### config.mk
export PLATFORM = sky130hd
export DESIGN_NAME = seq_divider
export DESIGN_NICKNAME = d
export VERILOG_FILES = /design/src/rtl/div_pkg.sv /design/src/rtl/div_sub_unit.sv /design/src/rtl/seq_divider.sv
export SDC_FILE = /design/constraint.sdc
export NUM_CORES = 1
export LEC_CHECK = 0
export CAP_MARGIN = 20
export CORE_MARGIN = 1
export CORE_UTILIZATION = 53
export CTS_BUF_LIST = sky130_fd_sc_hd__clkbuf_2 sky130_fd_sc_hd__clkbuf_4 sky130_fd_sc_hd__clkbuf_8
export DETAILED_ROUTE_END_ITERATION = 8
export GPL_TIMING_DRIVEN = 1
export HOLD_SLACK_MARGIN = 0.08
export PLACE_DENSITY = 0.88
export RECOVER_POWER = 50
export SLEW_MARGIN = 25
export SYNTH_ARGS = -nofsm -noshare
export SYNTH_HDL_FRONTEND = slang
export SYNTH_SLANG_ARGS = --single-unit
### constraint.sdc
create_clock -name clk -period 3.21 [get_ports clk]
set_input_delay 0.321 -clock clk [delete_from_list [all_inputs] [get_ports clk]]
set_output_delay 0.321 -clock clk [all_outputs]
set_load 0.05 [all_outputs]
### src/rtl/div_pkg.sv
// -----------------------------------------------------------------------------
// div_pkg
// Shared definitions for the sequential divider:
//   - DIV_WIDTH_DEFAULT : default operand/result width
//   - div_state_e       : controller states (IDLE, CALC, FIX, DONE)
//   - div_cnt_width()   : iteration counter width for a given operand width
// -----------------------------------------------------------------------------
package div_pkg;

    localparam int DIV_WIDTH_DEFAULT = 32;

    typedef enum logic [1:0] {
        IDLE = 2'd0,
        CALC = 2'd1,
        FIX  = 2'd2,
        DONE = 2'd3
    } div_state_e;

    // The counter must hold the value WIDTH itself, hence WIDTH+1 codes.
    function automatic int div_cnt_width(input int width);
        return $clog2(width + 1);
    endfunction

endpackage

### src/rtl/div_sub_unit.sv
// -----------------------------------------------------------------------------
// div_sub_unit
// Trial subtractor for one restoring-division step.
//   minuend     in  [WIDTH-1:0]  shifted partial remainder
//   subtrahend  in  [WIDTH-1:0]  zero-extended divisor magnitude
//   difference  out [WIDTH-1:0]  minuend - subtrahend (mod 2^WIDTH)
//   borrow      out              1 when subtrahend > minuend
// -----------------------------------------------------------------------------
module div_sub_unit #(
    parameter int WIDTH = 33
) (
    input  logic [WIDTH-1:0] minuend,
    input  logic [WIDTH-1:0] subtrahend,
    output logic [WIDTH-1:0] difference,
    output logic             borrow
);

    // One extra bit on the left catches the borrow out of the MSB.
    logic [WIDTH:0] full_diff;

    assign full_diff  = {1'b0, minuend} - {1'b0, subtrahend};
    assign difference = full_diff[WIDTH-1:0];
    assign borrow     = full_diff[WIDTH];

endmodule

### src/rtl/seq_divider.sv
// -----------------------------------------------------------------------------
// seq_divider
// Multi-cycle restoring divider, one quotient bit per clock, with optional
// two's-complement (truncating) mode.
//
// Parameters
//   WIDTH      operand/result width (4..64)
//   SIGNED_EN  1 = Signed_mode honoured, 0 = always unsigned
//
// Ports
//   clk            in   clock, rising edge
//   Reset_n        in   asynchronous active-low reset
//   Start          in   request pulse, sampled only in IDLE
//   Signed_mode    in   1 = signed operands (sampled with Start)
//   Dividend_in    in   [WIDTH-1:0] dividend (sampled with Start)
//   Divisor_in     in   [WIDTH-1:0] divisor  (sampled with Start)
//   Busy           out  high while CALC/FIX are running
//   Done           out  one-cycle pulse, results valid
//   Quotient_out   out  [WIDTH-1:0] quotient, held until next result
//   Remainder_out  out  [WIDTH-1:0] remainder, same sign as dividend
//   Div_by_zero    out  flags a zero divisor; cleared by next accepted Start
//
// Latency from the accepting edge to the edge that samples Done is WIDTH+2
// for a nonzero divisor and 1 for a zero divisor.
// -----------------------------------------------------------------------------
module seq_divider
    import div_pkg::*;
#(
    parameter int WIDTH     = DIV_WIDTH_DEFAULT,
    parameter bit SIGNED_EN = 1'b1
) (
    input  logic             clk,
    input  logic             Reset_n,
    input  logic             Start,
    input  logic             Signed_mode,
    input  logic [WIDTH-1:0] Dividend_in,
    input  logic [WIDTH-1:0] Divisor_in,
    output logic             Busy,
    output logic             Done,
    output logic [WIDTH-1:0] Quotient_out,
    output logic [WIDTH-1:0] Remainder_out,
    output logic             Div_by_zero
);

    localparam int CNT_W = div_cnt_width(WIDTH);
    // {partial remainder (WIDTH+1 bits), quotient/dividend (WIDTH bits)}
    localparam int ACC_W = 2 * WIDTH + 1;

    // -------------------------------------------------------------------------
    // State
    // -------------------------------------------------------------------------
    div_state_e        state_reg;
    div_state_e        state_next;
    logic [CNT_W-1:0]  cnt_reg;
    logic [ACC_W-1:0]  acc_reg;
    logic [WIDTH-1:0]  divisor_reg;
    logic              q_neg_reg;
    logic              r_neg_reg;
    logic [WIDTH-1:0]  quotient_reg;
    logic [WIDTH-1:0]  remainder_reg;
    logic              dbz_reg;

    // -------------------------------------------------------------------------
    // Operand conditioning at acceptance
    // -------------------------------------------------------------------------
    logic              signed_eff;
    logic              dividend_neg;
    logic              divisor_neg;
    logic [WIDTH-1:0]  dividend_mag;
    logic [WIDTH-1:0]  divisor_mag;
    logic              divisor_zero;
    logic              accept;

    assign signed_eff   = SIGNED_EN & Signed_mode;
    assign dividend_neg = signed_eff & Dividend_in[WIDTH-1];
    assign divisor_neg  = signed_eff & Divisor_in[WIDTH-1];
    // -2^(WIDTH-1) negates to itself, which read as unsigned is exactly the
    // magnitude 2^(WIDTH-1); the overflow case therefore needs no special path.
    assign dividend_mag = dividend_neg ? (~Dividend_in + 1'b1) : Dividend_in;
    assign divisor_mag  = divisor_neg  ? (~Divisor_in  + 1'b1) : Divisor_in;
    assign divisor_zero = (Divisor_in == '0);
    assign accept       = (state_reg == IDLE) && Start;

    // -------------------------------------------------------------------------
    // One restoring shift-subtract step
    // -------------------------------------------------------------------------
    logic [ACC_W-1:0]  acc_shift;
    logic [WIDTH:0]    trial_diff;
    logic              trial_borrow;
    logic [ACC_W-1:0]  acc_iter;
    logic [WIDTH-1:0]  quo_raw;
    logic [WIDTH-1:0]  rem_raw;
    logic              unused_acc_msb;

    // The partial remainder is always below the divisor after a step, so the
    // accumulator MSB is zero going into every shift and can be dropped.
    assign acc_shift      = {acc_reg[ACC_W-2:0], 1'b0};
    assign unused_acc_msb = acc_reg[ACC_W-1];

    div_sub_unit #(
        .WIDTH (WIDTH + 1)
    ) u_sub (
        .minuend    (acc_shift[ACC_W-1:WIDTH]),
        .subtrahend ({1'b0, divisor_reg}),
        .difference (trial_diff),
        .borrow     (trial_borrow)
    );

    // No borrow: keep the difference and shift in a 1. Borrow: the shifted
    // value is the restored remainder and its LSB is already 0.
    assign acc_iter = trial_borrow ? acc_shift
                                   : {trial_diff, acc_shift[WIDTH-1:1], 1'b1};

    assign quo_raw = acc_reg[WIDTH-1:0];
    assign rem_raw = acc_reg[2*WIDTH-1:WIDTH];

    // -------------------------------------------------------------------------
    // Controller: state register
    // -------------------------------------------------------------------------
    always_ff @(posedge clk or negedge Reset_n) begin
        if (!Reset_n) begin
            state_reg <= IDLE;
        end else begin
            state_reg <= state_next;
        end
    end

    // -------------------------------------------------------------------------
    // Controller: next state and status outputs
    // -------------------------------------------------------------------------
    always_comb begin
        state_next = state_reg;
        Busy       = 1'b0;
        Done       = 1'b0;
        case (state_reg)
            IDLE: begin
                if (Start) begin
                    state_next = divisor_zero ? DONE : CALC;
                end
            end
            CALC: begin
                Busy = 1'b1;
                // This edge performs the last iteration and takes the count to 0.
                if (cnt_reg == CNT_W'(1)) begin
                    state_next = FIX;
                end
            end
            FIX: begin
                Busy       = 1'b1;
                state_next = DONE;
            end
            DONE: begin
                Done       = 1'b1;
                state_next = IDLE;
            end
            default: begin
                state_next = IDLE;
            end
        endcase
    end

    // -------------------------------------------------------------------------
    // Datapath registers
    // -------------------------------------------------------------------------
    always_ff @(posedge clk or negedge Reset_n) begin
        if (!Reset_n) begin
            cnt_reg       <= '0;
            acc_reg       <= '0;
            divisor_reg   <= '0;
            q_neg_reg     <= 1'b0;
            r_neg_reg     <= 1'b0;
            quotient_reg  <= '0;
            remainder_reg <= '0;
            dbz_reg       <= 1'b0;
        end else begin
            case (state_reg)
                IDLE: begin
                    if (accept) begin
                        dbz_reg <= divisor_zero;
                        if (divisor_zero) begin
                            quotient_reg  <= '1;
                            remainder_reg <= Dividend_in;
                        end else begin
                            acc_reg     <= {{(WIDTH + 1){1'b0}}, dividend_mag};
                            divisor_reg <= divisor_mag;
                            cnt_reg     <= CNT_W'(WIDTH);
                            q_neg_reg   <= dividend_neg ^ divisor_neg;
                            r_neg_reg   <= dividend_neg;
                        end
                    end
                end
                CALC: begin
                    acc_reg <= acc_iter;
                    cnt_reg <= cnt_reg - CNT_W'(1);
                end
                FIX: begin
                    quotient_reg  <= q_neg_reg ? (~quo_raw + 1'b1) : quo_raw;
                    remainder_reg <= r_neg_reg ? (~rem_raw + 1'b1) : rem_raw;
                end
                default: begin
                end
            endcase
        end
    end

    assign Quotient_out  = quotient_reg;
    assign Remainder_out = remainder_reg;
    assign Div_by_zero   = dbz_reg;

endmodule

-- Yosys cells after proc, flatten, opt, wreduce, memory -nomap -nowiden
Index checks and enable logic that the tools add are counted.
- logic and storage cells: 66
- bits in registers: 171
- input bits: 68
- output and inout port bits: 67
- muxes and demuxes: 23
- bitwise gates (word level): 8
- eq/ne operators: 9
- reduce and logical (&&, ||, !) cells: 11
- add/sub/neg operators: 6
- operator list (kind ; count):
    $mux 32 ; 8
    $mux 64 ; 3
    $add 32x1->32 const B ; 4
    $not 32->32 ; 4
    $pmux 32 s2 ; 2
    $pmux 64 s2 ; 1
    $sub 33x32->34 ; 1
    $logic_not 32->1 ; 1
    $mux 6 ; 2
    $pmux 6 s2 ; 1
    $ne 2x2->1 const B ; 5
    $reduce_and 3->1 ; 3
    $pmux 2 s4 ; 1
    $eq 6x1->1 const B ; 1
    $mux 2 ; 3
    $sub 6x1->6 const B ; 1
    $eq 2x2->1 const B ; 2
    $reduce_and 2->1 ; 2
    $reduce_bool 2->1 ; 2
    $and 1x1->1 ; 2
    $eq 2x1->1 const B ; 1
    $logic_not 2->1 ; 1
    $mux 1 ; 2
    $reduce_or 2->1 ; 1
    other kinds (3) ; 3

-- Logic depth before layout (Yosys ltp)
- depth in word-level cells: 6
- depth in mapped cells: 14
- gate-level depth less buffers: 13

-- By module
A second synthesis with hierarchy kept.
- cells, all modules: 1471
- area, all modules: 12702.2 um^2
- by module, submodules not included (module ; sequential area each (um^2) ; instances ; cells an instance ; area each (um^2)):
    seq_divider ; 4279.1 ; 1 ; 1176 ; 10754.1
    div_sub_unit ; 0.0 ; 1 ; 295 ; 1948.1

-- Worst setup path after synthesis
No wires, ideal clock.
- path kind: reg-to-reg
- start: register acc_reg[31]
- end: register acc_reg[58]
- cell stages (with the launch flop): 14
- data required time: 3127 ps
- path slack: 185 ps
- data arrival time: 2943 ps
- cells stage by stage: dfrtp_1 > inv_1 > ha_1 > inv_1 > fa_1 > a21o_1 > a221oi_1 > o21a_1 > o21ai_0 > a2111o_1 > a311oi_1 > xnor2_1 > mux2i_1 > o21ai_0
- longest elaborated chain between the ends: 3
- RTL lines (element ; line ; RTL):
    from (decl) ; seq_divider.sv:55 ; logic [ACC_W-1:0] acc_reg;
    from (signal assigned) ; seq_divider.sv:184 ; acc_reg <= {{(WIDTH + 1){1'b0}}, dividend_mag};
    from (signal assigned) ; seq_divider.sv:193 ; acc_reg <= acc_iter;
    $sub 33x32->34 ; div_sub_unit.sv:21 ; assign full_diff = {1'b0, minuend} - {1'b0, subtrahend};
    $mux 64 ; seq_divider.sv:111 ; assign acc_iter = trial_borrow ? acc_shift
    $pmux 64 s2 ; seq_divider.sv:176 ; case (state_reg)
No other way between the ends.
A chain may end at the register's enable or synchronous reset.

-- Worst setup path after layout
- start: register acc_reg[10]
- end: register quotient_reg[31] (netlist: Quotient_out[31])
- longest elaborated chain between the ends: 4
- RTL lines (element ; line ; RTL):
    $not 32->32 ; seq_divider.sv:197 ; quotient_reg <= q_neg_reg ? (~quo_raw + 1'b1) : quo_raw;
    $add 32x1->32 ; seq_divider.sv:197 ;
    $mux 32 ; seq_divider.sv:197 ;
    $pmux 32 s2 ; seq_divider.sv:176 ;
    to (signal assigned) ; seq_divider.sv:197 ;
    to (decl) ; seq_divider.sv:59 ; logic [WIDTH-1:0] quotient_reg;
No other way between the ends.

==> results.toml <==
[timing]
period_share_pct = 97.4
worst_slew_pin_slew_ns = 1.97
hold_viol_final = 0
fin_setup_tns_ns = 0
setup_violations = 0
fmax_ghz = 0.320
setup_slack_ns = 0.0847
rsz0062_at_grt = "true"
period_needed_ns = 3.13
slew_viol_final = 78
slew_headroom_pct = -31.1
fin_skew_ns = 0.0138

[worst_setup_path]
reg2regPathDepth = 8
r2r_end = "Quotient_out[31]"
arrival_ns = 3.50
cp.required_ns = 3.59
worstSetupStartpointType = "flip-flop"
endpoint = "Quotient_out[31]"
cp_max_fo = 5
setup.worst_path.end_class = "flip-flop"
critPathLaunch = "acc_reg[10]"
r2r_setup_slack_ns = 0.08
rr_startpoint = "acc_reg[10]"
timing_worst_setup_path_type = "reg2reg"

[route]
wl_per_cell_um = 16.7
via_per_inst = 5.86
dr.pass1.iters = 6
antenna_left = 0
drt-total-wl_um = 31700
drcViolationCount = 0
vias = 11100
drtIter0Drc = 987

[cells_and_area]
mostFrequentLayoutCell = "nand2_1"
multiInputGateArea_mm2 = 0.00700
largest_reg_flops = 64
regArea_mm2 = 0.00428
drive_gt1_share_pct = 12.3
finalNetCount = 1719
layout_common_cells = "nand2_1 (216), o21ai_0 (195), dfrtp_1 (167), nor2_1 (105), clkdlybuf4s50_1 (103)"
area_delta_synth_final_pct = 26.4
fillerInstances = 1619
antenna_cells = 0

[synth]
synth_area_mm2 = 0.0116
async_flop_share_pct = 100
synth_warnings = 0
synthFlopType = "dfrtp_1"
ys_ff_latch = 171
synthCells = 1416
synth_edf_count = 0
syn-num-nets = 1527
synth.distinct_cells = 63
seq_area_frac_synth_pct = 36.9
synth_area_per_cell_um2 = 8.18

[clock_tree]
clk_path_buf_depth = 2
clkLatencyLatePin_ns = 0.49
cts.sinks = 171
htreeDepth = 4
cts_buffers = 17
cts_tree = "built"
cts-root-buf = "clkbuf_8"
clkSlewWorstSetupHoldPaths_ns = 0.10

[worst_hold_path]
min_path_cells = 2
hold_path.class = "reg2reg"

[global_routing]
antenna_found_initial = 0
grt_max_degree = 79
grtUsageTotal_pct = 28.7
grt_pass1_vias = 10400
grt_overflow = 0
grt_pass1_wl_um = 51100

[floorplanning]
die_y_um = 150
die_w_um = 150
rows = 53
ios = 135
die-area_mm2 = 0.0224
initial_core_util_pct = 54.6
core_area_mm2 = 0.0212

[placement]
port_buffers = 134
dp_hpwl_um = 24000
gp_congestion = 0.951
pre_cts_ws_ns = -0.242

[run_status]
outcome = "finished with violations"
violations = "capacitance limit, slew limit"

[pwr]
p_leak_nw = 6.21
vdd_drop_max_uv = 408
power_density_mw_per_mm2 = 882

[job]
drv_cap = 1
## repair_timing
action                                 CTS  global route
gates resized for setup                  2            31
pin swaps                                0            14
hold buffers                             1             0
setup endpoints to repair                2            39
gates cloned                             0             2
endpoints found under the hold margin   76             0
buffers inserted                         0            11
## per-stage QoR
stage               power [mW]  cells  instance area (um2)  utilization, %  hold slack, ns
floorplan                 8.51   1416                11600               -          0.0254
detailed placement        11.2   1851                14000            65.7           0.401
CTS                       12.8   1884                14400            67.7           0.445
global route              13.7   1896                14600            69.0           0.508
finish                    12.9   1896                14600            69.0           0.487
global placement          11.0   1851                14000            65.7           0.391
## worst min-delay path by stage
stage / startpoint / endpoint
3_3_place_gp: Reset_n / Quotient_out[13]
6_report: divisor_reg[16] / divisor_reg[16]
2_1_floorplan: Reset_n / Div_by_zero
5_1_grt: divisor_reg[26] / divisor_reg[26]
3_5_place_dp: Reset_n / Quotient_out[14]
4_1_cts: Reset_n / Quotient_out[14]
## power by group
part           internal (mW)  switching [mW]
clock network          0.649           0.872
logic                   3.00            4.70
registers               2.95           0.733
total                   6.60            6.31
## logic make-up (layout without fill, tap and decap cells)
logic type	Yosys count	after routing	synth area share (%)
XOR/XNOR	145	145	11.0
multiplexers	37	37	3.20
adder cells (fa/ha/maj)	43	43	4.71
AO/OA/AOI/OAI	437	437	22.0
buffers and inverters	131	336	4.34
AND/OR/NAND/NOR	452	452	17.8
flip-flops	171	171	36.9
## cell usage after synthesis (10+ instances only)
cell / count / area, um2
a31oi_1: 29 / 181
nand2_1: 216 / 811
o31ai_1: 27 / 203
a21o_1: 15 / 113
buf_1: 11 / 41.3
mux2i_1: 37 / 370
nand3_1: 13 / 65.1
clkbuf_1: 56 / 210
xnor2_1: 59 / 517
or3_1: 17 / 106
ha_1: 42 / 526
nor2_1: 106 / 398
a21oi_1: 108 / 541
dfrtp_1: 171 / 4280
inv_1: 55 / 206
nor3_1: 25 / 125
o21ai_0: 199 / 996
o41ai_1: 12 / 105
nand4_1: 10 / 62.6
xor2_1: 86 / 753
## worst max-delay path: stages, from the launching register on
cell     delay, ns
dfrtp_1       0.39
or4_4         0.56
nor2_4        0.10
or4b_4        0.49
or4_4         0.44
or4_4         0.57
o31ai_4       0.20
xnor2_1       0.19
a21oi_2       0.09
## layer usage
layer	vias up	track usage, %	share of wire, %
met5	-	0	0
met4	0	10.4	2.8
met3	82	3.69	5.5
met2	414	48.8	49
met1	5264	37.5	43
li1	5343	-	-
## layout make-up
type / count / area share, %
Timing Repair Buffer: 249 / 16.6
Tap cell: 275 / 2.35
Inverter: 55 / 1.41
Clock inverter: 14 / 0.923
Sequential cell: 171 / 29.3
Multi-Input combinational cell: 1114 / 47.8
Clock buffer: 18 / 1.69
Power figures use the tool's default switching activity.
